$ cat src/rtl/dma_axi_pkg.sv
// Shared AXI read-side constants for the DMA channel blocks.
package dma_axi_pkg;

  localparam logic [1:0] AXI_BURST_FIXED = 2'b00;
  localparam logic [1:0] AXI_BURST_INCR  = 2'b01;

  localparam logic [1:0] RESP_OKAY   = 2'b00;
  localparam logic [1:0] RESP_EXOKAY = 2'b01;
  localparam logic [1:0] RESP_SLVERR = 2'b10;
  localparam logic [1:0] RESP_DECERR = 2'b11;

  localparam logic [3:0] DEF_C_ID = 4'd1;
  localparam logic [3:0] DEF_D_ID = 4'd2;

  localparam logic [2:0] AR_SIZE_RST = 3'd2;

  typedef enum logic {
    GNT_C = 1'b0,
    GNT_D = 1'b1
  } gnt_e;

endpackage

$ cat src/rtl/dma_rr_arb2.sv
// Two-way round-robin arbiter with one-hot grant; bit 0 = C, bit 1 = D.
module dma_rr_arb2
  import dma_axi_pkg::*;
(
  input  logic       clk,
  input  logic       resetn,
  input  logic       en,
  input  logic [1:0] req,
  output logic [1:0] gnt
);

  gnt_e last_grant;

  always_comb begin
    gnt = '0;
    if (en) begin
      unique case (req)
        2'b01:   gnt = 2'b01;
        2'b10:   gnt = 2'b10;
        2'b11:   gnt = (last_grant == GNT_C) ? 2'b10 : 2'b01;
        default: gnt = '0;
      endcase
    end
  end

  // Starts at D so that C wins the first tie after reset.
  always_ff @(posedge clk or negedge resetn) begin
    if (!resetn) begin
      last_grant <= GNT_D;
    end else if (|gnt) begin
      last_grant <= gnt[0] ? GNT_C : GNT_D;
    end
  end

endmodule

$ cat src/rtl/dma_axi_rd_arbiter.sv
// Shares one AXI read master between the command fetch (C) and data read (D) engines.
module dma_axi_rd_arbiter
  import dma_axi_pkg::*;
#(
  parameter int unsigned ADDR_W = 32,
  parameter int unsigned DATA_W = 128,
  parameter logic [3:0]  C_ID   = DEF_C_ID,
  parameter logic [3:0]  D_ID   = DEF_D_ID
) (
  input  logic              clk,
  input  logic              resetn,
  input  logic              c_arvalid,
  output logic              c_arready,
  input  logic [ADDR_W-1:0] c_araddr,
  input  logic [3:0]        c_arlen,
  input  logic [2:0]        c_arsize,
  input  logic [1:0]        c_arburst,
  input  logic              d_arvalid,
  output logic              d_arready,
  input  logic [ADDR_W-1:0] d_araddr,
  input  logic [3:0]        d_arlen,
  input  logic [2:0]        d_arsize,
  input  logic [1:0]        d_arburst,
  output logic              ARVALID,
  input  logic              ARREADY,
  output logic [ADDR_W-1:0] ARADDR,
  output logic [3:0]        ARID,
  output logic [3:0]        ARLEN,
  output logic [2:0]        ARSIZE,
  output logic [1:0]        ARBURST,
  input  logic [3:0]        RID,
  input  logic [DATA_W-1:0] RDATA,
  input  logic [1:0]        RRESP,
  input  logic              RLAST,
  input  logic              RVALID,
  output logic              RREADY,
  output logic [DATA_W-1:0] rdata,
  output logic [1:0]        rresp,
  output logic              rlast,
  output logic              c_rvalid,
  output logic              d_rvalid,
  input  logic              c_rready,
  input  logic              d_rready,
  output logic              unk_id_err,
  output logic              busy
);

  logic       c_out, d_out;
  logic       ar_free;
  logic [1:0] req, gnt;
  logic       rid_c, rid_d;
  logic       c_clr, d_clr;

  assign ar_free = ~ARVALID | ARREADY;
  assign req     = {d_arvalid & ~d_out, c_arvalid & ~c_out};

  dma_rr_arb2 u_arb (
    .clk    (clk),
    .resetn (resetn),
    .en     (ar_free),
    .req    (req),
    .gnt    (gnt)
  );

  always_ff @(posedge clk or negedge resetn) begin
    if (!resetn) begin
      ARVALID   <= 1'b0;
      ARADDR    <= '0;
      ARID      <= '0;
      ARLEN     <= '0;
      ARSIZE    <= AR_SIZE_RST;
      ARBURST   <= '0;
      c_arready <= 1'b0;
      d_arready <= 1'b0;
    end else begin
      c_arready <= gnt[0];
      d_arready <= gnt[1];
      if (ar_free) begin
        ARVALID <= |gnt;
        if (gnt[0]) begin
          ARADDR  <= c_araddr;
          ARID    <= C_ID;
          ARLEN   <= c_arlen;
          ARSIZE  <= c_arsize;
          ARBURST <= c_arburst;
        end else if (gnt[1]) begin
          ARADDR  <= d_araddr;
          ARID    <= D_ID;
          ARLEN   <= d_arlen;
          ARSIZE  <= d_arsize;
          ARBURST <= d_arburst;
        end
      end
    end
  end

  assign rid_c    = (RID == C_ID);
  assign rid_d    = (RID == D_ID);
  assign c_rvalid = RVALID & rid_c;
  assign d_rvalid = RVALID & rid_d;
  assign RREADY   = rid_c ? c_rready : (rid_d ? d_rready : 1'b1);
  assign rdata    = RDATA;
  assign rresp    = RRESP;
  assign rlast    = RLAST;

  assign c_clr = RVALID & RREADY & RLAST & rid_c;
  assign d_clr = RVALID & RREADY & RLAST & rid_d;

  // A load in the same cycle as the burst's final beat leaves the flag set.
  always_ff @(posedge clk or negedge resetn) begin
    if (!resetn) begin
      c_out      <= 1'b0;
      d_out      <= 1'b0;
      unk_id_err <= 1'b0;
    end else begin
      c_out      <= gnt[0] | (c_out & ~c_clr);
      d_out      <= gnt[1] | (d_out & ~d_clr);
      unk_id_err <= RVALID & ~rid_c & ~rid_d;
    end
  end

  assign busy = ARVALID | c_out | d_out;

endmodule

$ cat config.mk
export PLATFORM = sky130hd
export DESIGN_NAME = dma_axi_rd_arbiter
export DESIGN_NICKNAME = d
export VERILOG_FILES = /design/src/rtl/dma_axi_pkg.sv /design/src/rtl/dma_rr_arb2.sv /design/src/rtl/dma_axi_rd_arbiter.sv
export SDC_FILE = /design/constraint.sdc
export NUM_CORES = 1
export LEC_CHECK = 0
export CAP_MARGIN = 15
export CORE_AREA = 4 4 156 158
export DETAILED_ROUTE_END_ITERATION = 16
export DIE_AREA = 0 0 160 162
export DONT_BUFFER_PORTS = 1
export PLACE_DENSITY = 0.4
export RECOVER_POWER = 25
export REMOVE_ABC_BUFFERS = 1
export SKIP_CTS_REPAIR_TIMING = 1
export SLEW_MARGIN = 20
export SYNTH_ARGS = -nofsm -noshare
export SYNTH_HDL_FRONTEND = slang
export SYNTH_HIERARCHICAL = 1
export SYNTH_SLANG_ARGS = --single-unit
$ cat constraint.sdc
create_clock -name clk -period 1.9 [get_ports clk]
set_input_delay 0.285 -clock clk [delete_from_list [all_inputs] [get_ports clk]]
set_output_delay 0.285 -clock clk [all_outputs]
set_load 0.02 [all_outputs]
Word level (Yosys, flattened, before mapping)
Index checks and enable logic that the tools add are counted.
{"block": "totals", "wordCells": 60, "register_bits": 52, "output_inout_bits": 184}
{"block": "op_classes", "reduce_logical": 3, "muxes": 16, "eq_ne": 5, "bitwise": 24}
{"op": "$mux 32", "count": 2}
{"op": "$mux 4", "count": 4}
{"op": "$and 1x1->1", "count": 12}
{"op": "$mux 2", "count": 4}
{"op": "$not 1->1", "count": 7}
{"op": "$mux 3", "count": 2}
{"op": "$pmux 2 s3", "count": 1}
{"op": "$or 1x1->1", "count": 5}
{"op": "$eq 2x2->1 const B", "count": 2}
{"op": "$eq 4x1->1 const B", "count": 1}
{"op": "$eq 4x2->1 const B", "count": 1}
{"op": "$mux 1", "count": 3}
{"op": "$eq 2x1->1 const B", "count": 1}
{"op": "$reduce_and 2->1", "count": 1}
{"op": "$reduce_bool 2->1", "count": 1}
{"op": "$reduce_or 2->1", "count": 1}

Longest topological paths before layout
Gate-level depths: netlist (run 1).
{"block": "depth", "ltp_word": 9, "ltp_mapped": 10, "mapped_depth_nobuf": 7}

By module
Netlist (run 1), hierarchy kept.
{"module": "dma_axi_rd_arbiter", "n_inst": 1, "area_per_inst_um2": 3300.7, "cells_each": 316}
{"module": "dma_rr_arb2", "n_inst": 1, "area_per_inst_um2": 62.6, "cells_each": 8}

Least setup slack after synthesis (run 1)
Ideal clock, no wire load.
{"block": "synth_path", "kind": "register -> register", "startpoint": "register ARVALID", "endpoint": "register ARADDR[0]", "arrival_time_ps": 1869, "slack_ps": -95, "period_less_slack_ps": 1995, "t_required_ps": 1774, "path_buffers": 3, "path_stages_with_launch": 11, "cell_sequence": "dfrtp_1 -> nor2b_2 -> buf_4 -> inv_2 -> nand2_1 -> a21oi_1 -> buf_2 -> nor2_2 -> clkbuf_1 -> nor4b_1 -> a221o_1"}
{"block": "synth_between", "elab_chain_len": 5}
{"element": "start, declared", "line_no": "dma_axi_rd_arbiter.sv:24", "text": "output logic ARVALID,"}
{"element": "start signal, assigned", "line_no": "dma_axi_rd_arbiter.sv:79", "text": "ARVALID <= |gnt;"}
{"element": "$not 1->1 *", "line_no": "dma_axi_rd_arbiter.sv:54", "text": "assign ar_free = ~ARVALID | ARREADY;"}
{"element": "$or 1x1->1 *", "line_no": "dma_axi_rd_arbiter.sv:54"}
{"element": "via ar_free", "line_no": "dma_axi_rd_arbiter.sv:49", "text": "logic ar_free;"}
{"element": "$mux 2 *", "line_no": "dma_rr_arb2.sv:16", "text": "if (en) begin"}
{"element": "via gnt[0]", "line_no": "dma_axi_rd_arbiter.sv:50", "text": "logic [1:0] req, gnt;"}
{"element": "$reduce_bool 2->1 (no source line)"}
{"element": "$reduce_and 2->1 (no source line)"}
{"element": "end signal, assigned", "line_no": "dma_axi_rd_arbiter.sv:81", "text": "ARADDR <= c_araddr;"}
{"element": "end signal, assigned", "line_no": "dma_axi_rd_arbiter.sv:87", "text": "ARADDR <= d_araddr;"}
{"element": "end, declared", "line_no": "dma_axi_rd_arbiter.sv:26", "text": "output logic [ADDR_W-1:0] ARADDR,"}
Mark *: on every way through the listed nets, which the timed path passes. The rest lies on a longest branch.
A chain may end at the register's enable or synchronous reset.

Worst setup path after layout (run 1)
{"block": "layout_path", "startpoint": "register c_out", "endpoint": "register ARADDR[11]"}
{"block": "layout_between", "elab_chain_len": 7}
{"element": "start, declared", "line_no": "dma_axi_rd_arbiter.sv:48", "text": "logic c_out, d_out;"}
{"element": "start signal, assigned", "line_no": "dma_axi_rd_arbiter.sv:116", "text": "c_out <= gnt[0] | (c_out & ~c_clr);"}
{"element": "$not 1->1 *", "line_no": "dma_axi_rd_arbiter.sv:55", "text": "assign req = {d_arvalid & ~d_out, c_arvalid & ~c_out};"}
{"element": "$and 1x1->1 *", "line_no": "dma_axi_rd_arbiter.sv:55"}
{"element": "via req[0]", "line_no": "dma_axi_rd_arbiter.sv:50"}
{"element": "$eq 2x2->1 or $eq 2x1->1 (tied branches)", "line_no": "dma_rr_arb2.sv:17", "text": "unique case (req)"}
{"element": "$pmux 2 s3 *", "line_no": "dma_rr_arb2.sv:17"}
{"element": "$mux 2 *", "line_no": "dma_rr_arb2.sv:16"}
{"element": "via gnt[0]", "line_no": "dma_axi_rd_arbiter.sv:50"}
{"element": "$reduce_bool 2->1 (no source line)"}
{"element": "$reduce_and 2->1 (no source line)"}
Marked as above.

==> results of run 1 <==
## per-stage QoR
step | area, µm² | power, mW | util
2_1_floorplan | 2230 | 3.58 | -
3_3_place_gp | 2830 | 4.38 | 0.122
3_5_place_dp | 2830 | 4.44 | 0.122
4_1_cts | 2960 | 5.42 | 0.128
5_1_grt | 3120 | 5.83 | 0.135
6_report | 3120 | 5.51 | 0.135
## worst max-delay path by stage
stage                   startpoint                      to  slack, ps  cells past startpoint
2_1_floorplan  ARVALID$_DFFE_PN0N_   ARADDR[0]$_DFFE_PN0P_      -2720                      6
3_3_place_gp       d_out$_DFF_PN0_    ARLEN[0]$_DFFE_PN0P_        -80                      7
3_5_place_dp       d_out$_DFF_PN0_  ARADDR[22]$_DFFE_PN0P_       -140                      6
4_1_cts            d_out$_DFF_PN0_  ARADDR[22]$_DFFE_PN0P_       -170                      6
5_1_grt            c_out$_DFF_PN0_  ARADDR[11]$_DFFE_PN0P_        -20                      8
6_report           c_out$_DFF_PN0_  ARADDR[11]$_DFFE_PN0P_         60                      8
## cell families after synthesis
logic type	count (synthesis)	share of synthesized area
buffers and inverters	159	0.340
and+or+nand+nor	63	0.146
AOI/OAI and AO/OA	51	0.140
DFF	50	0.373
other	1	0.00112
## sequential cells by signal, summed over array words and instances (netlist names)
signal	count
c_out	1
d_arready	1
ARSIZE	3
c_arready	1
unk_id_err	1
ARBURST	2
ARVALID	1
ARID	2
d_out	1
ARADDR	32
ARLEN	4
u_arb/last_grant	1
## report_power, final
| group | internal, mW | switching (mW) |
|---|---|---|
| sequential | 1.61 | 1.07 |
| combinational | 0.987 | 0.925 |
| clock | 0.484 | 0.443 |
## per-layer routing
layer | up-vias | track usage | share of wire
met5 | - | 0.0265 | 0.0034
met4 | 4 | 0.0497 | 0.024
met1 | 1019 | 0.0897 | 0.13
li1 | 798 | - | -
met3 | 32 | 0.371 | 0.32
met2 | 424 | 0.434 | 0.52
## area by class of cell
| type | count | share of cell area |
|---|---|---|
| Tap cell | 290 | 0.116 |
| Antenna cell | 1 | 0.000801 |
| Inverter | 3 | 0.00360 |
| Multi-Input combinational cell | 116 | 0.341 |
| Clock inverter | 1 | 0.00240 |
| Clock buffer | 6 | 0.0412 |
| Timing Repair Buffer | 22 | 0.0933 |
| Sequential cell | 50 | 0.401 |
## placed cells by master, fill, tap and decap left out, types with 3 or more instances in the layout
cell type and instances:
a221o_1 41, dfrtp_1 48, nor4b_2 8, o21ai_0 4, nor2_1 3, nor4b_1 33
nand2_1 4, buf_12 8, buf_4 11, clkbuf_16 5
==> flow_summary.json, run 1 <==
{
  "rr_startpoint": "c_out$_DFF_PN0_",
  "ios": 409,
  "ys_warn_count": 6,
  "hold_viol_final": 0,
  "timing.max_slew.rel_slack": 0.586,
  "grt_antenna_before_repair": 2,
  "synth_seq_cells": 50,
  "path_common_cell": "buf_12",
  "die_w_um": 160,
  "drv_slew": 0,
  "clk_latency_ps": 300,
  "ir_drop_uv": 459,
  "die_h_um": 162,
  "ys_top_cells_by_area": "dfrtp_1 (36%), buf_4 (30%), a221o_1 (12%), nor4b_1 (11%), buf_6 (1.7%)",
  "worst-setup-path-type": "flop to flop",
  "path_clk_slew_ps": 80,
  "yosys.area.top_type": "dfrtp_1",
  "synth.yosys.seq_area_share": 0.373,
  "yosysMostFrequentCell": "buf_4",
  "drt_iter0_drc": 126,
  "numCtsBuffers": 5,
  "setup_slack_ps": 58.1,
  "worst-path-buf-inv": 2,
  "hold_path.class": "input pin to flop",
  "vias": 2277,
  "multi_input_area_um2": 1070,
  "ys_top_cells_by_count": "buf_4 (134), dfrtp_1 (48), a221o_1 (41), nor4b_1 (41), clkbuf_1 (12)",
  "finalWorstPathRequiredPeriod_ps": 1840,
  "critPathSlowestCell": "dfrtp_1",
  "dp_hpwl_mm": 29.5,
  "synth_enable_flop_cells": 0,
  "critical-path-top-delay-family": "simple AND/OR/NAND/NOR gates",
  "core_um2": 23100,
  "instances_no_fill": 489,
  "ys_types": 29,
  "min_to": "ARADDR[6]$_DFFE_PN0P_",
  "routabilityCongestion": 0.936,
  "grt_pass1_wl_mm": 37.3,
  "holdPathStages": 1,
  "nFillCells": 2600,
  "ys.flop_type": "dfrtp_1",
  "grtUsageTotal": 0.238,
  "via_per_inst": 4.66,
  "hold_slack_ps": 122,
  "clock-skew-final_ps": 9.96,
  "status": "finished, final reports clean",
  "drv_cap": 0,
  "clock_sinks": 50,
  "postRouteAntennaNets": 0,
  "ff_latch_area_um2": 1250,
  "rows": 56,
  "critPathMaxStageDelay_ps": 400,
  "drive_gt1_frac": 0.242,
  "max_freq_ghz": 0.543,
  "path_cells": "nor2b_2 -> nand2_1 -> a21oi_4 -> nor2_4 -> buf_12 -> buf_12 -> nor4b_1 -> a221o_1",
  "cts_tree": "built",
  "end_kind": "flop",
  "wire_per_inst_um": 66.0,
  "powerDensity_nw_per_um2": 1760,
  "dp.cells": 475,
  "grt_overflow_total": 0,
  "worstHoldStart": "c_araddr[6]",
  "tightest_slew_ps": 621,
  "clock_path_buffers": 2,
  "dieArea_um2": 25900,
  "syn_to_final_growth_pct": -7.11,
  "numPortBuffers": 0,
  "arrival_ps": 2080,
  "syn-cell-area_um2": 3360,
  "syn_inst": 324,
  "synth_area_per_cell_um2": 10.4,
  "reg2regPathDepth": 8,
  "cp-start-kind": "flop",
  "drc": 0,
  "critPathMaxFanout": 12,
  "grt_pass1_vias": 2128,
  "grt_max_degree": 51,
  "wirelength_mm": 32.3,
  "start_util": 0.145,
  "clk_root_buffer_cell": "clkbuf_16",
  "setup_viol_count_final": 0,
  "required_ps": 2140,
  "async_reset_ff_frac": 1.00,
  "min_period_over_period": 0.969,
  "nets": 423,
  "tns_ps": 0,
  "power_leakage_nw": 1.11,
  "synth_top_area_frac": 0.357,
  "dpl_worst_slack_ps": -140,
  "h-tree-depth": 2,
  "firstDrtPassIters": 4,
  "rr_endpoint": "ARADDR[11]$_DFFE_PN0P_",
  "reg2reg_slack_ps": 60
}
Note: power is estimated with default switching activity, not from simulation.
==> inputs of run 2 (changes only) <==
- BUFFER_PORTS_ARGS: default -> -buffer_cell sky130_fd_sc_hd__buf_2
- DONT_BUFFER_PORTS: 1 -> default
- PLACE_DENSITY: 0.4 -> 0.56
- clock period: 1.9 -> 1.6 ns (I/O delays scaled with it)
==> run 2 against run 1 <==
Against the previous run:
- the flow now finishes with violations (setup timing)
- non-clock buffer count up 163
- cell area increased by 41%
- largest cell class is now multi-input gates
- core utilization increased by 5.5 points
- sequential share of layout area down 12 points
- clock-buffer cell count rose by 1
- first-iteration DRC count increased by 32%
- via count is 24% higher
- hold slack improved by 46 ps
- final cell count increased by 34%
- global-route usage is 0.78 points higher
- clock power is 24% higher
==> flow_summary.json, run 2 (synthesis gave the netlist of run 1 again) <==
{
  "drive_gt1_frac": 0.677,
  "ir_drop_uv": 530,
  "rows": 56,
  "postRouteAntennaNets": 0,
  "critical-path-top-delay-family": "simple AND/OR/NAND/NOR gates",
  "critPathMaxStageDelay_ps": 390,
  "cts_tree": "built",
  "grt_antenna_before_repair": 2,
  "instances_no_fill": 653,
  "holdPathStages": 2,
  "die_h_um": 162,
  "cp-start-kind": "flop",
  "critPathSlowestCell": "dfrtp_1",
  "p_sw_frac": 0.420,
  "powerDensity_nw_per_um2": 1800,
  "top_register": "ARADDR",
  "h-tree-depth": 2,
  "pwr-share-seq": 0.289,
  "min_to": "ARADDR[27]$_DFFE_PN0P_",
  "ios": 409,
  "worstHoldStart": "c_araddr[27]",
  "final_common_cell": "buf_2",
  "core_um2": 23100,
  "p_sw_mw": 3.33,
  "setup_viol_count_final": 43,
  "worst-setup-path-type": "flop to flop",
  "wirelength_mm": 34.3,
  "min_period_over_period": 1.15,
  "grt_pass1_vias": 2684,
  "largest_register_ffs": 32,
  "tns_ps": -5170,
  "via_per_inst": 4.31,
  "clock-skew-final_ps": 2.16,
  "internal_power_mw": 4.60,
  "reg_top3": "ARADDR x32, ARLEN x4, ARSIZE x3",
  "numCtsBuffers": 5,
  "power_leakage_nw": 1.93,
  "drc": 0,
  "timing.max_slew.rel_slack": 0.581,
  "hold_slack_ps": 168,
  "clk_root_buffer_cell": "clkbuf_16",
  "drt_iter0_drc": 166,
  "clk_latency_ps": 300,
  "hold_path.class": "input pin to flop",
  "dieArea_um2": 25900,
  "drv_cap": 0,
  "rsz0062_at_grt": "yes",
  "setup_slack_ps": -236,
  "dp_hpwl_mm": 30.7,
  "final_cell_mix": "buf_2 (144), dfrtp_1 (48), a221o_1 (41)",
  "required_ps": 1840,
  "path_cells": "nor2b_4 -> inv_2 -> nand2_2 -> a21oi_4 -> buf_6 -> nor2_4 -> buf_6 -> buf_16 -> nor4b_1 -> a221o_1",
  "grt_max_degree": 43,
  "reg2regPathDepth": 10,
  "clock_path_buffers": 2,
  "nets": 586,
  "status": "finished with violations",
  "power.share.clock": 0.145,
  "firstDrtPassIters": 4,
  "path_clk_slew_ps": 70,
  "die_w_um": 160,
  "violations": "setup timing",
  "worst-path-buf-inv": 4,
  "nFillCells": 2558,
  "wire_per_inst_um": 52.6,
  "start_util": 0.145,
  "reg2reg_slack_ps": -240,
  "rr_endpoint": "ARBURST[1]$_DFFE_PN0P_",
  "dp.cells": 629,
  "combPwrFrac": 0.565,
  "drv_slew": 0,
  "clock_sinks": 50,
  "final_util": 0.191,
  "max_freq_ghz": 0.545,
  "grt_pass1_wl_mm": 39.1,
  "finalWorstPathRequiredPeriod_ps": 1840,
  "routabilityCongestion": 0.985,
  "numPortBuffers": 146,
  "hold_viol_final": 0,
  "rr_startpoint": "ARVALID$_DFFE_PN0N_",
  "end_kind": "flop",
  "path_common_cell": "buf_6",
  "dpl_worst_slack_ps": -164,
  "arrival_ps": 2080,
  "syn_to_final_growth_pct": 31.0,
  "grt_overflow_total": 0,
  "vias": 2815,
  "critPathMaxFanout": 9,
  "grtUsageTotal": 0.246,
  "tightest_slew_ps": 628
}
-- run 2: worst max path at each step --
stage	end	slack, ps	cells past startpoint	startpoint
after detailed placement	ARSIZE[2]$_DFFE_PN0P_	-160	8	d_out$_DFF_PN0_
after global routing	ARBURST[1]$_DFFE_PN0P_	-280	10	ARVALID$_DFFE_PN0N_
final	ARBURST[1]$_DFFE_PN0P_	-240	10	ARVALID$_DFFE_PN0N_
after global placement	ARADDR[5]$_DFFE_PN0P_	-200	9	ARVALID$_DFFE_PN0N_
after floorplan	ARADDR[0]$_DFFE_PN0P_	-3020	6	ARVALID$_DFFE_PN0N_
after CTS	ARSIZE[2]$_DFFE_PN0P_	-200	9	ARVALID$_DFFE_PN0N_
-- run 2: routing by layer --
layer / track usage / vias to the layer above / wire, µm / share of wire
li1: - / 1120 / - / -
met1: 0.0943 / 1274 / 4970 / 0.14
met2: 0.452 / 389 / 17900 / 0.52
met3: 0.373 / 30 / 10400 / 0.30
met4: 0.0606 / 2 / 1070 / 0.031
met5: 0 / - / 13 / 0.00038
-- run 2: layout make-up --
class | count | area [µm²] | share of cell area
Antenna cell | 1 | 2.50 | 0.000568
Sequential cell | 50 | 1250 | 0.284
Clock buffer | 7 | 143 | 0.0324
Clock inverter | 1 | 5.00 | 0.00114
Tap cell | 290 | 363 | 0.0823
Multi-Input combinational cell | 116 | 1340 | 0.305
Timing Repair Buffer | 185 | 1280 | 0.292
Inverter | 3 | 11.3 | 0.00256
-- run 2: metrics by stage --
stage          instance area [µm²]  power (mW)
4_1_cts                       3780        7.16
5_1_grt                       4410        8.36
3_3_place_gp                  3630        5.94
2_1_floorplan                 2230        4.25
3_5_place_dp                  3630        5.98
6_report                      4410        7.93
-- run 2: power by group through the flow --
stage | Sequential (mW) | Clock [mW] | Combinational (mW)
2_1_floorplan | 2.96 | 0 | 1.30
3_3_place_gp | 2.30 | 0 | 3.64
3_5_place_dp | 2.28 | 0 | 3.70
4_1_cts | 2.27 | 1.20 | 3.69
5_1_grt | 2.36 | 1.25 | 4.75
6_report | 2.29 | 1.15 | 4.49
-- run 2: worst reg2reg max path, cell delays in order (launching register included) --
cell     delay [ps]
dfrtp_1         390
nor2b_4         140
inv_2            80
nand2_2          70
a21oi_4         140
buf_6           140
nor2_4           40
buf_6           140
buf_16          150
nor4b_1         320
a221o_1         170
